`src/rtl/parity_fifo_pkg.sv`:
```
// Shared helpers for the parity FIFO: sizing rules and parity check.
// Parity is evaluated on a zero-extended word so one function serves all widths.
package fifo_pkg;

   localparam int MAX_W = 256;

   function automatic int addr_w(input int depth);
      return $clog2(depth);
   endfunction

   function automatic int cnt_w(input int depth);
      return $clog2(depth) + 1;
   endfunction

   function automatic bit is_pow2(input int n);
      return (n > 0) && ((n & (n - 1)) == 0);
   endfunction

   function automatic logic parity_ok(
      input logic [MAX_W-1:0] word,
      input logic             odd
   );
      return (^word) == odd;
   endfunction

endpackage

```
`src/rtl/parity_fifo_if.sv`:
```
// Valid/grant link carrying one parity-protected word per transfer.
// The master drives data and valid; the slave answers with grant.
interface parity_fifo_if #(
   parameter int DATA_WIDTH = 17
);

   logic [DATA_WIDTH-1:0] data;
   logic                  valid;
   logic                  grant;

   modport master (
      output data,
      output valid,
      input  grant
   );

   modport slave (
      input  data,
      input  valid,
      output grant
   );

endinterface

```
`src/rtl/parity_fifo_mem.sv`:
```
// FIFO storage array: synchronous write, asynchronous read at the head.
// No reset on the array; occupancy tracking alone decides what is valid.
module parity_fifo_mem #(
   parameter int DATA_WIDTH = 17,
   parameter int DEPTH      = 16,
   parameter int ADDR_W     = 4
) (
   input  logic                  clk,
   input  logic                  we_i,
   input  logic [ADDR_W-1:0]     waddr_i,
   input  logic [DATA_WIDTH-1:0] wdata_i,
   input  logic [ADDR_W-1:0]     raddr_i,
   output logic [DATA_WIDTH-1:0] rdata_o
);

   logic [DATA_WIDTH-1:0] mem_q [DEPTH];

   always_ff @(posedge clk) begin
      if (we_i) begin
         mem_q[waddr_i] <= wdata_i;
      end
   end

   assign rdata_o = mem_q[raddr_i];

endmodule

```
`src/rtl/parity_fifo.sv`:
```
// First-word fall-through FIFO with parity checks on write and read,
// threshold flags and a saturating parity error counter.
module parity_fifo
   import fifo_pkg::*;
#(
   parameter int DATA_WIDTH = 17,
   parameter int DEPTH      = 16,
   parameter bit PARITY_ODD = 1'b0,
   parameter bit DROP_BAD   = 1'b0,
   parameter int AF_LEVEL   = DEPTH - 2,
   parameter int AE_LEVEL   = 2,
   parameter int ERR_CNT_W  = 8
) (
   input  logic                     clk,
   input  logic                     rst,
   parity_fifo_if.slave             up_if,
   parity_fifo_if.master            dn_if,
   output logic                     par_err_out,
   output logic                     in_err,
   output logic [cnt_w(DEPTH)-1:0]  count,
   output logic                     almost_full,
   output logic                     almost_empty,
   output logic [ERR_CNT_W-1:0]     err_cnt
);

   localparam int ADDR_W = addr_w(DEPTH);
   localparam int CNT_W  = cnt_w(DEPTH);

   localparam logic [CNT_W-1:0] FULL_C = CNT_W'(DEPTH);
   localparam logic [CNT_W-1:0] AF_C   = CNT_W'(AF_LEVEL);
   localparam logic [CNT_W-1:0] AE_C   = CNT_W'(AE_LEVEL);

   localparam logic [ERR_CNT_W-1:0] ERR_MAX = '1;

   if (!is_pow2(DEPTH) || DEPTH < 4) begin : g_depth_chk
      $error("parity_fifo: DEPTH must be a power of 2, >= 4");
   end

   logic [ADDR_W-1:0]     wptr_q, wptr_d;
   logic [ADDR_W-1:0]     rptr_q, rptr_d;
   logic [CNT_W-1:0]      count_q, count_d;
   logic                  in_err_q, in_err_d;
   logic [ERR_CNT_W-1:0]  err_q, err_d;
   logic [ERR_CNT_W:0]    err_sum;
   logic [1:0]            err_inc;
   logic [DATA_WIDTH-1:0] head;

   logic full, empty;
   logic push, pop;
   logic bad_in, bad_out;
   logic store;

   assign full  = (count_q == FULL_C);
   assign empty = (count_q == '0);

   // Handshake outputs come from count only, never from valid/grant inputs.
   assign up_if.grant = !full;
   assign dn_if.valid = !empty;
   assign dn_if.data  = head;

   assign push = up_if.valid && !full;
   assign pop  = !empty && dn_if.grant;

   assign bad_in  = !parity_ok(MAX_W'(up_if.data), PARITY_ODD);
   assign bad_out = !empty && !parity_ok(MAX_W'(head), PARITY_ODD);

   // A dropped word is still consumed upstream but never written.
   assign store = push && !(bad_in && DROP_BAD);

   parity_fifo_mem #(
      .DATA_WIDTH (DATA_WIDTH),
      .DEPTH      (DEPTH),
      .ADDR_W     (ADDR_W)
   ) u_mem (
      .clk     (clk),
      .we_i    (store),
      .waddr_i (wptr_q),
      .wdata_i (up_if.data),
      .raddr_i (rptr_q),
      .rdata_o (head)
   );

   always_comb begin
      wptr_d  = wptr_q;
      rptr_d  = rptr_q;
      count_d = count_q;
      if (store) begin
         wptr_d = wptr_q + 1'b1;
      end
      if (pop) begin
         rptr_d = rptr_q + 1'b1;
      end
      unique case ({store, pop})
         2'b10:   count_d = count_q + 1'b1;
         2'b01:   count_d = count_q - 1'b1;
         default: count_d = count_q;
      endcase
   end

   always_comb begin
      in_err_d = push && bad_in;
      err_inc  = {1'b0, push && bad_in} + {1'b0, pop && bad_out};
      err_sum  = {1'b0, err_q}
               + {{(ERR_CNT_W-1){1'b0}}, err_inc};
      // The extra sum bit flags overflow; clamp instead of wrapping.
      err_d    = err_sum[ERR_CNT_W] ? ERR_MAX
                                    : err_sum[ERR_CNT_W-1:0];
   end

   always_ff @(posedge clk or posedge rst) begin
      if (rst) begin
         wptr_q   <= '0;
         rptr_q   <= '0;
         count_q  <= '0;
         in_err_q <= 1'b0;
         err_q    <= '0;
      end else begin
         wptr_q   <= wptr_d;
         rptr_q   <= rptr_d;
         count_q  <= count_d;
         in_err_q <= in_err_d;
         err_q    <= err_d;
      end
   end

   assign par_err_out  = bad_out;
   assign in_err       = in_err_q;
   assign count        = count_q;
   assign almost_full  = (count_q >= AF_C);
   assign almost_empty = (count_q <= AE_C);
   assign err_cnt      = err_q;

endmodule

```
`src/flat_wrapper.sv`:
```
// flat-port wrapper written by rule: the top's interface ports become plain ports
module parity_fifo_flat import fifo_pkg::*;
#(
   parameter int DATA_WIDTH = 17,
   parameter int DEPTH      = 16,
   parameter bit PARITY_ODD = 1'b0,
   parameter bit DROP_BAD   = 1'b0,
   parameter int AF_LEVEL   = DEPTH - 2,
   parameter int AE_LEVEL   = 2,
   parameter int ERR_CNT_W  = 8
)
  (clk, rst, par_err_out, in_err, count, almost_full, almost_empty, err_cnt, up_if_data, up_if_valid, up_if_grant, dn_if_data, dn_if_valid, dn_if_grant);
  parity_fifo_if #(.DATA_WIDTH(DATA_WIDTH)) up_if_i ();
  parity_fifo_if #(.DATA_WIDTH(DATA_WIDTH)) dn_if_i ();
  input  logic clk;
  input  logic rst;
  output logic par_err_out;
  output logic in_err;
  output logic [cnt_w(DEPTH)-1:0] count;
  output logic almost_full;
  output logic almost_empty;
  output logic [ERR_CNT_W-1:0] err_cnt;
  input wire logic [$bits(up_if_i.data)-1:0] up_if_data;
  input wire logic [$bits(up_if_i.valid)-1:0] up_if_valid;
  output wire logic [$bits(up_if_i.grant)-1:0] up_if_grant;
  output wire logic [$bits(dn_if_i.data)-1:0] dn_if_data;
  output wire logic [$bits(dn_if_i.valid)-1:0] dn_if_valid;
  input wire logic [$bits(dn_if_i.grant)-1:0] dn_if_grant;
  assign up_if_i.data = up_if_data;
  assign up_if_i.valid = up_if_valid;
  assign up_if_grant = up_if_i.grant;
  assign dn_if_data = dn_if_i.data;
  assign dn_if_valid = dn_if_i.valid;
  assign dn_if_i.grant = dn_if_grant;
  parity_fifo #(.DATA_WIDTH(DATA_WIDTH), .DEPTH(DEPTH), .PARITY_ODD(PARITY_ODD), .DROP_BAD(DROP_BAD), .AF_LEVEL(AF_LEVEL), .AE_LEVEL(AE_LEVEL), .ERR_CNT_W(ERR_CNT_W)) u_core (.clk(clk), .rst(rst), .up_if(up_if_i), .dn_if(dn_if_i), .par_err_out(par_err_out), .in_err(in_err), .count(count), .almost_full(almost_full), .almost_empty(almost_empty), .err_cnt(err_cnt));
endmodule
```
`config.mk`:
```
export PLATFORM = sky130hd
export DESIGN_NAME = parity_fifo_flat
export DESIGN_NICKNAME = d
export VERILOG_FILES = /design/src/rtl/parity_fifo_pkg.sv /design/src/rtl/parity_fifo_if.sv /design/src/rtl/parity_fifo_mem.sv /design/src/rtl/parity_fifo.sv /design/src/flat_wrapper.sv
export SDC_FILE = /design/constraint.sdc
export NUM_CORES = 1
export LEC_CHECK = 0
export BUFFER_PORTS_ARGS = -buffer_cell sky130_fd_sc_hd__buf_2
export CAP_MARGIN = 25
export CORE_ASPECT_RATIO = 1.4
export CORE_UTILIZATION = 48
export CTS_CLUSTER_SIZE = 12
export DETAILED_ROUTE_END_ITERATION = 10
export SYNTH_ARGS = -nofsm -noshare
export SYNTH_HDL_FRONTEND = slang
export SYNTH_HIERARCHICAL = 1
export SYNTH_SLANG_ARGS = --single-unit
```
`constraint.sdc`:
```
create_clock -name clk -period 6 [get_ports clk]
set_clock_uncertainty 0.15 [all_clocks]
set_input_delay 0.9 -clock clk [delete_from_list [all_inputs] [get_ports clk]]
set_output_delay 0.9 -clock clk [all_outputs]
set_load 0.01 [all_outputs]
```
==> results of run 1 <==
-- per-layer routing --
layer	wire length [um]	up-vias	GRT usage [%]
met2	13300	195	36.5
li1	-	2522	-
met4	729	0	7.43
met1	10500	3082	28.2
met3	1400	53	3.28
met5	0	-	0
-- kinds of logic after synthesis --
group           Yosys count  share of synthesized area, %
buf+inv                  35                          1.60
simple gates             83                          3.46
fa+ha+maj                 9                          1.09
mux                      71                          13.4
flops                   294                          74.2
xor+xnor                 40                          3.34
compound gates           49                          2.90
-- report_power, final --
group,total (mW),internal (mW),switching [mW]
Clock,1.60,0.901,0.699
Sequential,2.75,2.53,0.221
Combinational,3.25,1.49,1.76
-- layout make-up --
cell class                      count  area share, %
Clock buffer                       52           6.09
Sequential cell                   294           65.5
Timing Repair Buffer               80           3.55
Inverter                            9          0.253
Tap cell                          310           2.91
Multi-Input combinational cell    252           21.7
-- worst min path at each step --
stage / end / from / cells past startpoint
4_1_cts: u_core/wptr_q[3]$_DFFE_PP0P_ / u_core/wptr_q[3]$_DFFE_PP0P_ / 1
3_5_place_dp: u_core/wptr_q[3]$_DFFE_PP0P_ / u_core/wptr_q[3]$_DFFE_PP0P_ / 1
6_report: u_core/wptr_q[3]$_DFFE_PP0P_ / u_core/wptr_q[3]$_DFFE_PP0P_ / 1
5_1_grt: u_core/rptr_q[3]$_DFFE_PP0P_ / u_core/rptr_q[3]$_DFFE_PP0P_ / 1
2_1_floorplan: u_core/wptr_q[3]$_DFFE_PP0P_ / u_core/wptr_q[3]$_DFFE_PP0P_ / 1
3_3_place_gp: u_core/rptr_q[3]$_DFFE_PP0P_ / u_core/rptr_q[3]$_DFFE_PP0P_ / 1
-- stage by stage --
stage	instances	power (mW)	hold slack (ns)	setup WS, ns	utilization, %
finish	997	7.60	0.391	0.927	55.6
global route	997	8.02	0.425	0.649	55.6
CTS	997	7.67	0.384	0.875	55.6
floorplan	581	4.98	0.342	2.11	-
global placement	945	6.02	0.362	1.28	52.2
detailed placement	945	6.05	0.374	1.30	52.2
-- sequential cells by signal, indices dropped and copies added (netlist names) --
register and count:
u_core/count 5, u_core/u_mem/mem_q 272, u_core/err_cnt 8, u_core/wptr_q 4
u_core/in_err 1, u_core/rptr_q 4
-- cells in the final DEF (no fill, tap or decap), types with 2 or more instances in the layout --
| master | count |
|---|---|
| clkbuf_16 | 29 |
| ha_1 | 7 |
| nand4_1 | 3 |
| nor2b_1 | 4 |
| buf_4 | 23 |
| a22oi_1 | 34 |
| mux4_2 | 65 |
| clkbuf_1 | 23 |
| xnor2_1 | 30 |
| nor2_1 | 4 |
| o21ai_1 | 2 |
| mux4_1 | 3 |
| buf_2 | 56 |
| nor3_2 | 4 |
| and3_1 | 5 |
| nand2_1 | 33 |
| nand3b_1 | 2 |
| xnor3_1 | 2 |
| nand3_1 | 4 |
| nor3_1 | 2 |
| and2_1 | 4 |
| dfrtp_1 | 20 |
| fa_1 | 2 |
| o21ai_0 | 4 |
| edfxtp_1 | 272 |
| a21oi_1 | 6 |
| xnor2_2 | 2 |
| nor2_2 | 12 |
| nand2b_1 | 3 |
| xor2_1 | 6 |
| inv_1 | 8 |
==> impl_metrics.py, run 1 <==
metrics = {
    "yosys": {
        "yosys-top-cells-count": "272 x edfxtp_1, 65 x mux4_2, 34 x a22oi_1, 33 x nand2_1, 30 x xnor2_1",
        "syn_area_um2": 11800,
        "yosysMostFrequentCell": "edfxtp_1",
        "ys_seq_area_share_pct": 74.2,
        "post-synth-top-area-fraction_pct": 69.5,
        "synth_area_leaders": "edfxtp_1 69%, mux4_2 12%, dfrtp_1 4.7%",
        "synth_ff_type": "edfxtp_1",
        "netlist_instances": 581,
        "synth_seq_cells": 294,
        "synth_edf_count": 272,
        "synth_cell_type_count": 41,
        "synth_warnings": 6,
        "synth.avg_cell_area_um2": 20.2,
        "yosysTopAreaCell": "edfxtp_1",
        "synth_fp_nets": 611,
        "async_flop_share_pct": 7.48,
    },
    "floorplan": {
        "dieArea_um2": 25100,
        "pin_count": 57,
        "row_count": 67,
        "die_x_um": 134,
        "core-area_um2": 24000,
        "start_util_pct": 49.0,
        "dieHeight_um": 187,
    },
    "setup_path": {
        "worst_ep_arrival_time_ns": 4.02,
        "cp-start-kind": "flip-flop",
        "cp.required_ns": 4.95,
        "critPathMaxStageDelay_ns": 0.73,
        "startpoint": "u_core/rptr_q[0]$_DFFE_PP0P_",
        "cpMostUsedCell": "xnor2_1",
        "path_class": "flip-flop to primary output",
        "endpoint_kind": "primary output",
        "slowest_stage": "dfrtp_4",
        "crit_buf_inv": 3,
        "crit_path_end": "par_err_out",
        "r2r_slack_ns": 1.29,
        "crit_chain": "buf_12 -> buf_4 -> mux4_2 -> a22oi_1 -> nand2_1 -> xnor2_1 -> xnor2_1 -> xnor2_2 -> xnor2_1 -> and2_1 -> buf_2",
        "worstReg2RegStart": "u_core/rptr_q[0]$_DFFE_PP0P_",
        "reg2reg_depth": 14,
        "crit_cells": 11,
        "worstPathMaxFanout": 41,
        "cp_top_family": "XOR/XNOR gates",
        "r2r_end": "u_core/err_cnt[7]$_DFF_PP0_",
    },
    "clocking": {
        "cts_resized": 0,
        "cts-buffers-inserted": 28,
        "htreeDepth": 1,
        "path_clk_slew_ns": 0.06,
        "cts_root_buf": "clkbuf_16",
        "cts_setup_buffers": 0,
        "clk_latency_ns": 0.53,
        "hold_buffers": 0,
        "clockBufferDepth": 3,
        "cts_tree": "yes",
        "clkSinkCount": 294,
    },
    "cells_and_area": {
        "final_area_um2": 13300,
        "layout.nets": 695,
        "areaGrowthSynthToFinish_pct": 13.4,
        "seq_area_um2": 8720,
        "n_fill_cell": 1887,
        "diodes": 0,
        "multiInputGateArea_um2": 2900,
        "drive_above_1_share_pct": 29.1,
    },
    "drt": {
        "post_drt_wl_per_cell_um": 25.9,
        "dr.pass1.iters": 5,
        "drt_iter0_drc": 451,
        "ant_nets": 0,
        "drt_wl_total_um": 25800,
        "vias_per_cell": 5.87,
        "via_count": 5852,
        "drc": 0,
    },
    "global_route": {
        "overflow": 0,
        "grt_start_max_net_pins": 42,
        "grt_first_pass_wirelength_um": 38900,
        "antenna_found_initial": 0,
        "first_global_vias": 6161,
        "grt.total_usage_pct": 21.5,
    },
    "timing": {
        "setup_tns_ns": 0,
        "rsz0062_at_grt": "no",
        "hold_viol_final": 0,
        "layout_min_cycle_time_ns": 5.07,
        "relSlewSlack_pct": 37.0,
        "tightest_slew_ns": 0.940,
        "slew_viol_final": 0,
        "setup_viol": 0,
        "max_freq_mhz": 197,
        "fin_crit_sh_pct": 84.6,
    },
    "outcome": {
        "outcome": "finished clean",
    },
    "power_and_ir_drop": {
        "max-vdd-ir-drop_uv": 952,
        "power_leakage_nw": 4.47,
        "power.density_nw_per_um2": 570,
    },
    "placement": {
        "place.gp.congestion": 0.722,
        "postPlaceCellArea_um2": 12500,
        "post-dp-hpwl_um": 15700,
        "io_buffers": 56,
    },
    "worst_hold_path": {
        "hold_class": "flip-flop to flip-flop",
    },
    "job": {
        "maxCapViolCount": 0,
    },
}
Power figures use the tool's default switching activity.
==> inputs of run 2 (changes only) <==
Settings changed: ABC_AREA from default to 1.
Clock period 6 ns to 5.2 ns, I/O delays scaled along.
==> run 2 against run 1 <==
Net effect: routed wire length increased by 32%; critical path type unchanged; largest cell class unchanged; critical path depth increased by 8; combinational power increased by 22%; sequential share of layout area decreased by 8.4 points; total power increased by 17%; global-route usage increased by 3.0 points; die area increased by 16%; critical endpoint unchanged; final cell count increased by 89%; sequential power increased by 11%; core utilization decreased by 0.66 points.
==> impl_metrics.py, run 2 <==
metrics = {
    "outcome": {
        "outcome": "finished clean",
    },
    "drt": {
        "dr.pass1.iters": 5,
        "post_drt_wl_per_cell_um": 18.0,
        "via_count": 9694,
        "drt_wl_total_um": 34000,
        "ant_nets": 0,
        "drc": 0,
        "vias_per_cell": 5.13,
        "drt_iter0_drc": 681,
    },
    "yosys": {
        "synth_edf_count": 272,
        "yosysMostFrequentCell": "nand2_1",
        "synth_area_leaders": "edfxtp_1 60%, nand2_1 14%, nand3_1 7.8%",
        "yosys-top-cells-count": "514 x nand2_1, 272 x edfxtp_1, 261 x inv_1, 213 x nand3_1, 28 x nor2_1",
        "synth_seq_cells": 294,
        "ys_seq_area_share_pct": 63.7,
        "post-synth-top-area-fraction_pct": 59.7,
        "synth.avg_cell_area_um2": 9.46,
        "synth_fp_nets": 1475,
        "synth_ff_type": "edfxtp_1",
        "async_flop_share_pct": 7.48,
        "synth_cell_type_count": 34,
        "yosysTopAreaCell": "edfxtp_1",
        "netlist_instances": 1445,
        "synth_warnings": 6,
        "syn_area_um2": 13700,
    },
    "setup_path": {
        "endpoint_kind": "primary output",
        "reg2reg_depth": 27,
        "worstReg2RegStart": "u_core/rptr_q[0]$_DFFE_PP0P_",
        "worstPathMaxFanout": 40,
        "cp-start-kind": "flip-flop",
        "r2r_end": "u_core/err_cnt[6]$_DFF_PP0_",
        "path_class": "flip-flop to primary output",
        "worst_ep_arrival_time_ns": 3.53,
        "cp.required_ns": 4.27,
        "r2r_slack_ns": 0.90,
        "startpoint": "u_core/rptr_q[0]$_DFFE_PP0P_",
    },
    "power_and_ir_drop": {
        "power.density_nw_per_um2": 584,
        "power_leakage_nw": 6.93,
        "max-vdd-ir-drop_uv": 346,
    },
    "floorplan": {
        "start_util_pct": 49.1,
        "dieArea_um2": 29200,
        "pin_count": 57,
        "dieHeight_um": 202,
        "row_count": 72,
        "core-area_um2": 27800,
        "die_x_um": 145,
    },
    "timing": {
        "layout_min_cycle_time_ns": 4.46,
        "relSlewSlack_pct": 34.9,
        "setup_tns_ns": 0,
        "slew_viol_final": 0,
        "max_freq_mhz": 224,
        "hold_viol_final": 0,
        "fin_crit_sh_pct": 85.8,
        "setup_viol": 0,
        "rsz0062_at_grt": "no",
        "tightest_slew_ns": 0.975,
    },
    "placement": {
        "post-dp-hpwl_um": 19400,
        "dp_cells": 1839,
        "place.gp.congestion": 0.783,
        "io_buffers": 56,
    },
    "global_route": {
        "first_global_vias": 9324,
        "antenna_found_initial": 2,
        "overflow": 0,
        "grt_start_max_net_pins": 80,
        "grt_first_pass_wirelength_um": 52400,
        "grt.total_usage_pct": 24.5,
    },
    "cells_and_area": {
        "drive_above_1_share_pct": 10.7,
        "most-common-layout-cells": "514 x nand2_1, 272 x edfxtp_1, 261 x inv_1, 213 x nand3_1, 56 x buf_2",
        "n_fill_cell": 2498,
        "areaGrowthSynthToFinish_pct": 11.8,
        "layout.nets": 1531,
        "regMostFlops": "u_core/u_mem/mem_q",
        "final_common_cell": "nand2_1",
        "final_cells": 1889,
        "largest_reg_flops": 272,
    },
    "clocking": {
        "cts_resized": 0,
        "cts-buffers-inserted": 29,
        "cts_setup_buffers": 0,
        "path_clk_slew_ns": 0.06,
        "htreeDepth": 1,
        "cts_tree": "yes",
        "clkSinkCount": 294,
        "hold_buffers": 0,
        "clk_latency_ns": 0.56,
        "cts_root_buf": "clkbuf_16",
        "clockBufferDepth": 3,
    },
    "worst_hold_path": {
        "hold_class": "input port to async pin",
    },
    "job": {
        "maxCapViolCount": 0,
    },
}
run 2: changes by cell type in the layout (fill, tap and decap cells not counted), sizes merged, moves of 8 or more:
cell	previous run	this run
a22oi	34	0
nand3	4	216
nor2	16	32
nand2	33	528
xnor2	32	8
mux4	68	0
clkbuf	52	44
inv	9	270
run 2: power breakdown:
group          total, mW  internal (mW)  switching (mW)
Sequential          3.05           2.91           0.135
Combinational       3.96           1.22            2.75
Clock               1.92           1.07           0.846
Total               8.93           5.20            3.73
run 2: worst max path at each step:
stage	endpoint
after global placement	u_core/err_cnt[6]$_DFF_PP0_
after floorplan	u_core/err_cnt[6]$_DFF_PP0_
final	par_err_out
after global routing	u_core/err_cnt[6]$_DFF_PP0_
after detailed placement	u_core/err_cnt[6]$_DFF_PP0_
after CTS	par_err_out
run 2: per-layer routing:
metal / share of wire [%] / GRT usage [%] / up-vias / wire length (um)
li1: - / - / 4689 / -
met1: 41 / 31.5 / 4624 / 13900
met2: 50 / 42.3 / 305 / 17100
met3: 5.9 / 2.88 / 74 / 2000
met4: 3.0 / 8.87 / 2 / 1030
met5: 0.032 / 0 / - / 11
run 2: layout make-up:
type / instances / area (um^2) / share of cell area (%)
flip-flops and latches: 294 / 8720 / 57.1
inverters: 272 / 1030 / 6.71
clock inverters: 4 / 47.5 / 0.311
well taps: 370 / 463 / 3.03
repair buffers: 80 / 505 / 3.31
diodes: 1 / 2.50 / 0.0164
multi-input cells: 824 / 3740 / 24.5
clock buffers: 44 / 782 / 5.11
run 2: worst max-delay path, cell delays in order (launching register included):
cell	delay [ns]
dfrtp_4	0.54
inv_4	0.38
buf_4	0.38
nand2_1	0.09
nand3_1	0.08
nand3_1	0.09
nand3_1	0.13
nand2_1	0.19
inv_1	0.13
nand2_1	0.07
nand2_1	0.09
nand2_1	0.05
nand2_1	0.06
nand2_1	0.07
nand2_1	0.08
nand2_2	0.06
nand2_1	0.07
nand2_2	0.06
a21oi_2	0.18
buf_2	0.16
run 2: kinds of logic (layout without fill, tap and decap cells):
kind of cell               count (synthesis)  in the layout  synth area share, %
and+or+nand+nor                          782            782                 24.2
buffers and inverters                    327            400                 9.47
DFF                                      294            294                 63.7
AOI/OAI and AO/OA                         21             21                0.860
xor gates and xnor gates                  12             12                0.768
adders and majority gates                  9              9                0.933
other                                      0              1                    0
run 2: stage by stage:
step	hold slack, ns	worst slack (ns)	power [mW]	utilization (%)	area, um^2
CTS	0.307	0.718	9.00	54.8	15300
floorplan	0.290	1.84	5.77	-	13700
global route	0.116	0.423	9.57	54.9	15300
global placement	0.368	0.976	7.04	51.8	14400
detailed placement	0.377	0.902	7.08	51.8	14400
finish	0.0864	0.739	8.93	54.9	15300
